### src/rtl/axi_slave_mem.sv
// AXI4 slave backed by a DEPTH-word register memory, one INCR burst in flight at a time.
// Optional feature macro: AXI_SLAVE_RANGE_CHECK_EN (flag beats beyond the memory instead of wrapping).
module axi_slave_mem #(
    parameter int DEPTH = 8
) (
    input  logic        aclk,
    input  logic        areset,
    input  logic [31:0] awaddr,
    input  logic [7:0]  awlen,
    input  logic        awvalid,
    output logic        awready,
    input  logic [31:0] wdata,
    input  logic [3:0]  wstrb,
    input  logic        wlast,
    input  logic        wvalid,
    output logic        wready,
    output logic [1:0]  bresp,
    output logic        bvalid,
    input  logic        bready,
    input  logic [31:0] araddr,
    input  logic [7:0]  arlen,
    input  logic        arvalid,
    output logic        arready,
    output logic [31:0] rdata,
    output logic [1:0]  rresp,
    output logic        rlast,
    output logic        rvalid,
    input  logic        rready
);

    localparam int IDX_W = $clog2(DEPTH);
`ifdef AXI_SLAVE_RANGE_CHECK_EN
    // One spare bit so a burst starting near the top of the address space cannot wrap back in range.
    localparam int AW = 31;
`else
    localparam int AW = IDX_W;
`endif

    localparam logic [1:0] RESP_OKAY   = 2'b00;
    localparam logic [1:0] RESP_SLVERR = 2'b10;

    typedef logic [AW-1:0] waddr_t;
    typedef enum logic [1:0] {IDLE, RDATA, WDATA, WRESP} state_t;

    state_t      state;
    waddr_t      addr_q;
    logic [7:0]  count_q;
    logic [7:0]  len_q;
    logic        err_q;
    logic [31:0] mem [DEPTH];

    waddr_t ar_start, aw_start, next_addr;
    logic   cur_ok, ar_ok, next_ok;
    logic   unused_addr_bits;

`ifdef AXI_SLAVE_RANGE_CHECK_EN
    assign ar_start = {1'b0, araddr[31:2]};
    assign aw_start = {1'b0, awaddr[31:2]};
    assign cur_ok   = addr_q < waddr_t'(DEPTH);
    assign ar_ok    = ar_start < waddr_t'(DEPTH);
    assign next_ok  = next_addr < waddr_t'(DEPTH);
    assign unused_addr_bits = ^{araddr[1:0], awaddr[1:0]};
`else
    assign ar_start = araddr[IDX_W+1:2];
    assign aw_start = awaddr[IDX_W+1:2];
    assign cur_ok   = 1'b1;
    assign ar_ok    = 1'b1;
    assign next_ok  = 1'b1;
    assign unused_addr_bits = ^{araddr[31:IDX_W+2], araddr[1:0],
                                awaddr[31:IDX_W+2], awaddr[1:0]};
`endif

    assign next_addr = addr_q + waddr_t'(1);

    logic [IDX_W-1:0] cur_idx, ar_idx, next_idx;
    assign cur_idx  = addr_q[IDX_W-1:0];
    assign ar_idx   = ar_start[IDX_W-1:0];
    assign next_idx = next_addr[IDX_W-1:0];

    // Address ready decodes from state so a released reset shows arready on the very next cycle.
    assign arready = (state == IDLE) && !areset;
    assign awready = (state == IDLE) && !arvalid && !areset;

    logic ar_fire, aw_fire, r_fire, w_fire, w_err;
    assign ar_fire = arvalid && arready;
    assign aw_fire = awvalid && awready;
    assign r_fire  = rvalid && rready;
    assign w_fire  = wvalid && wready;

    // Sticky error including this beat: out of range, early wlast, or a missing wlast on the final beat.
    assign w_err = err_q || !cur_ok || (wlast ? (count_q != len_q) : (count_q == len_q));

    // NOTE: the memory is cleared by reset, so it is built from flops and will not map onto a RAM macro.
    always_ff @(posedge aclk or posedge areset) begin
        if (areset) begin
            for (int i = 0; i < DEPTH; i++) mem[i] <= '0;
        end else if (w_fire && cur_ok) begin
            for (int b = 0; b < 4; b++) begin
                if (wstrb[b]) mem[cur_idx][8*b +: 8] <= wdata[8*b +: 8];
            end
        end
    end

    // NOTE: all state and registered outputs use non-blocking assignments so every read sees pre-edge values.
    always_ff @(posedge aclk or posedge areset) begin
        if (areset) begin
            state   <= IDLE;
            addr_q  <= '0;
            count_q <= '0;
            len_q   <= '0;
            err_q   <= 1'b0;
            rvalid  <= 1'b0;
            rdata   <= '0;
            rresp   <= RESP_OKAY;
            rlast   <= 1'b0;
            wready  <= 1'b0;
            bvalid  <= 1'b0;
            bresp   <= RESP_OKAY;
        end else begin
            case (state)
                IDLE: begin
                    if (ar_fire) begin
                        state   <= RDATA;
                        addr_q  <= ar_start;
                        count_q <= '0;
                        len_q   <= arlen;
                        rvalid  <= 1'b1;
                        rdata   <= ar_ok ? mem[ar_idx] : '0;
                        rresp   <= ar_ok ? RESP_OKAY : RESP_SLVERR;
                        rlast   <= (arlen == 8'd0);
                    end else if (aw_fire) begin
                        state   <= WDATA;
                        addr_q  <= aw_start;
                        count_q <= '0;
                        len_q   <= awlen;
                        err_q   <= 1'b0;
                        wready  <= 1'b1;
                    end
                end
                RDATA: begin
                    if (r_fire) begin
                        if (rlast) begin
                            state  <= IDLE;
                            rvalid <= 1'b0;
                            rdata  <= '0;
                            rresp  <= RESP_OKAY;
                            rlast  <= 1'b0;
                        end else begin
                            addr_q  <= next_addr;
                            count_q <= count_q + 8'd1;
                            rdata   <= next_ok ? mem[next_idx] : '0;
                            rresp   <= next_ok ? RESP_OKAY : RESP_SLVERR;
                            rlast   <= (count_q + 8'd1 == len_q);
                        end
                    end
                end
                WDATA: begin
                    if (w_fire) begin
                        addr_q  <= next_addr;
                        count_q <= count_q + 8'd1;
                        err_q   <= w_err;
                        if (wlast) begin
                            state  <= WRESP;
                            wready <= 1'b0;
                            bvalid <= 1'b1;
                            bresp  <= w_err ? RESP_SLVERR : RESP_OKAY;
                        end
                    end
                end
                WRESP: begin
                    if (bready) begin
                        state  <= IDLE;
                        bvalid <= 1'b0;
                        bresp  <= RESP_OKAY;
                    end
                end
                default: state <= IDLE;
            endcase
        end
    end

endmodule

### config.mk
export PLATFORM = sky130hd
export DESIGN_NAME = axi_slave_mem
export DESIGN_NICKNAME = d
export VERILOG_FILES = /design/src/rtl/axi_slave_mem.sv
export SDC_FILE = /design/constraint.sdc
export NUM_CORES = 1
export LEC_CHECK = 0
export CAP_MARGIN = 15
export CORE_UTILIZATION = 50
export DETAILED_ROUTE_END_ITERATION = 6
export GPL_TIMING_DRIVEN = 0
export PLACE_DENSITY = 0.83
export SYNTH_ARGS = -nofsm -noshare
export SYNTH_HDL_FRONTEND = slang
export SYNTH_SLANG_ARGS = --single-unit
### constraint.sdc
create_clock -name aclk -period 17.55 [get_ports aclk]
set_clock_uncertainty 0.1 [all_clocks]
set_input_delay 1.755 -clock aclk [delete_from_list [all_inputs] [get_ports aclk]]
set_output_delay 1.755 -clock aclk [all_outputs]
set_load 0.005 [all_outputs]
==> flow_summary_export.csv <==
group,metric,value,unit
routing,drcViolationCount,0,
global_route,grt_max_degree,131,
yosys,synthCells,1183,
floorplan,die_h,184,um
clock_tree,post_cts.repair.setup_buffers,0,
yosys,synth_ff_type,"dfrtp_1",
global_route,grt.overflow.total,0,
floorplan,core-area,0.0325,mm^2
worst_setup_path,cp_slowest_stage_delay,0.59,ns
worst_setup_path,crit_top_cell,"clkdlybuf4s50_1",
routing,drt_iter0_markers,1131,
place,dp.cells,1728,
final_layout,fin_area,0.0193,mm^2
sta,rsz0062_at_grt,"no",
yosys,ys_seq_elements,315,
clock_tree,cts_tree,"built",
global_route,antenna_found_initial,0,
place,io_buffer_count,99,
final_layout,final_core_util,59.2,%
sta,hold-worst-slack,0.395,ns
sta,timing.slew.headroom,29.8,%
clock_tree,htree_levels,2,
global_route,grt_pass1_wl,66.3,mm
global_route,grt_pass1_vias,11800,
power_and_ir_drop,p_comb_share,39.3,%
final_layout,final_cell_mix,"dfrtp_1 (315), mux2_2 (245), mux4_2 (128), nand2_1 (102), clkdlybuf4s50_1 (99)",
power_and_ir_drop,switchingPower,1.11,mW
sta,tns,0,ns
worst_setup_path,startpoint_type,"input port",
place,dp_hpwl,27.7,mm
place,gp_congestion,0.859,
global_route,top_usage_layer,"met2",
sta,post-route-period-util,36.5,%
floorplan,io_pins,166,
global_route,globalRouteMet3Util,5.13,%
worst_setup_path,crit_chain,"clkdlybuf4s50_1 > inv_8 > buf_16 > nand2_1 > inv_1 > clkbuf_1 > clkdlybuf4s50_1",
yosys,ys_seq_area_share,47.8,%
routing,wl_per_cell,23.6,um
global_route,track_usage,26.0,%
clock_tree,clock_sinks,315,
worst_setup_path,slowest_stage,"clkdlybuf4s50_1",
routing,drt-total-wl,42.2,mm
routing,via_count,11300,
final_layout,mostFrequentLayoutCell,"dfrtp_1",
clock_tree,clockBufferDepth,3,
power_and_ir_drop,power.internal,2.12,mW
job,cap_viol_max_count,0,
final_layout,n_fill_cell,2488,
place,dp_slack,11.03,ns
floorplan,dieArea,0.0337,mm^2
final_layout,final_cells,1788,
worst_setup_path,crit_family,"buffers and inverters",
place,placedInstanceArea,0.0181,mm^2
power_and_ir_drop,p_sw_share,34.3,%
outcome,status,"finished, final reports clean",
sta,setup_slack,11.14,ns
routing,via_per_inst,6.30,
yosys,synthDistinctLibCells,62,
sta,finalSetupViolations,0,
worst_setup_path,cp.required,15.69,ns
power_and_ir_drop,clock_power_share,22.7,%
sta,finalMaxSlewViolations,0,
routing,antenna_left,0,
power_and_ir_drop,ir_worst_vdd,0.116,mV
worst_setup_path,setup.worst_path.class,"in -> out",
worst_setup_path,cp_max_fo,120,
clock_tree,cts_hold_buf,0,
sta,clock.fmax,0.156,GHz
final_layout,nNetsFinal,1453,
power_and_ir_drop,p_leak,8.41,nW
min_path,min_path_type,"reg -> reg",
clock_tree,cts_buffers,34,
clock_tree,root_buffer,"clkbuf_16",
final_layout,antennaDiodeCount,0,
routing,drtPass1Iterations,6,
clock_tree,cts_resized,0,
sta,worst_pin_slew,1.05,ns
global_route,use_met1,34.7,%
power_and_ir_drop,power_density,167,mW/mm^2
worst_setup_path,critPathArrivalTime,4.55,ns
worst_setup_path,path_buf_inv,6,
floorplan,rows,66,
yosys,yosysWarnings,0,
yosys,syn_area,0.0165,mm^2
sta,hold_viol_final,0,
global_route,use_met2,42.0,%
clock_tree,clk_pin_slew,0.06,ns
worst_setup_path,worstSetupEndpointType,"primary output",
floorplan,die_w,184,um
yosys,synth_edf_count,0,
power_and_ir_drop,power,3.22,mW
clock_tree,clock_latency,0.51,ns
final_layout,layout-drive-gt1-share,37.2,%
final_layout,area_growth,16.7,%
sta,fin_crit,6.41,ns
yosys,avgSynthCellArea,14.0,um^2
floorplan,initial_core_util,50.7,%
yosys,async_flop_share,100,%
power_and_ir_drop,seq_power_share,38.1,%
## cell usage after synthesis (8+ instances only)
| cell type | instances | area, um^2 |
|---|---|---|
| nand3_1 | 10 | 50.1 |
| mux2i_1 | 35 | 350 |
| dfrtp_1 | 315 | 7880 |
| buf_4 | 19 | 143 |
| inv_1 | 9 | 33.8 |
| o21ai_1 | 14 | 70.1 |
| nor2_2 | 12 | 75.1 |
| a21oi_1 | 78 | 390 |
| o21ai_0 | 28 | 140 |
| buf_2 | 21 | 105 |
| clkbuf_1 | 27 | 101 |
| o22ai_1 | 14 | 87.6 |
| mux4_2 | 128 | 2880 |
| xnor2_1 | 11 | 96.3 |
| mux2_2 | 245 | 2760 |
| mux2_1 | 12 | 135 |
| nand2_1 | 102 | 383 |
| nor2_1 | 8 | 30.0 |
## worst min-delay path: stages (launching register included)
cell	delay, ns
dfrtp_1	0.34
a21oi_1	0.06
o21ai_0	0.06
## path summary, 6_finish.rpt
check / startpoint / end / slack, ns / depth (start not counted)
setup / recovery: areset / arready / 11.14 / 7
hold / removal: rdata[26] / rdata[26] / 0.39 / 2
setup reg to reg: state[0] / rdata[12] / 14.74 / 7
hold reg to reg: rdata[26] / rdata[26] / 0.39 / 2
max in group asynchronous: areset / mem[128] / 14.15 / 4
min in group asynchronous: areset / wready / 1.70 / 2
## logic make-up (layout without fill, tap and decap cells)
family	count (synthesis)	after routing	share of synthesized area, %
adder cells (fa/ha/maj)	7	7	0.531
multiplexers	420	420	37.1
other	1	3	0.0227
AND/OR/NAND/NOR	177	177	5.51
AO/OA/AOI/OAI	169	169	5.85
buffers and inverters	80	241	2.46
XOR/XNOR	14	14	0.743
flip-flops	315	315	47.8
## power groups by stage
stage	clock network, mW	logic (mW)	registers [mW]
floorplan	0	0.934	1.16
global placement	0	1.21	1.20
detailed placement	0	1.25	1.23
CTS	0.739	1.26	1.22
global route	0.768	1.35	1.26
finish	0.731	1.27	1.23
## area by class of cell
class                   instances  area [um^2]  area share (%)
well taps                     442          553            2.87
flip-flops and latches        315         7880            40.9
plain buffers                  70          368            1.91
repair buffers                101         1050            5.43
clock buffers                  48         1020            5.32
clock inverters                12          120           0.624
inverters                      10         45.0           0.234
multi-input cells             790         8220            42.7
## sequential cells by signal, summed over array words and instances, names as in the netlist
signal and cells:
rlast 1, rdata 32, len_q 8, bvalid 1, state 2, bresp 1, mem 256, wready 1
count_q 8, addr_q 3, err_q 1, rvalid 1
## metal layers
layer | part of all wire (%) | wire [um] | vias up
met2 | 49 | 20800 | 444
li1 | - | - | 4790
met5 | 0 | 0 | -
met4 | 3.2 | 1370 | 0
met1 | 41 | 17200 | 5919
met3 | 6.8 | 2850 | 107
(Power assumes the default switching activity.)
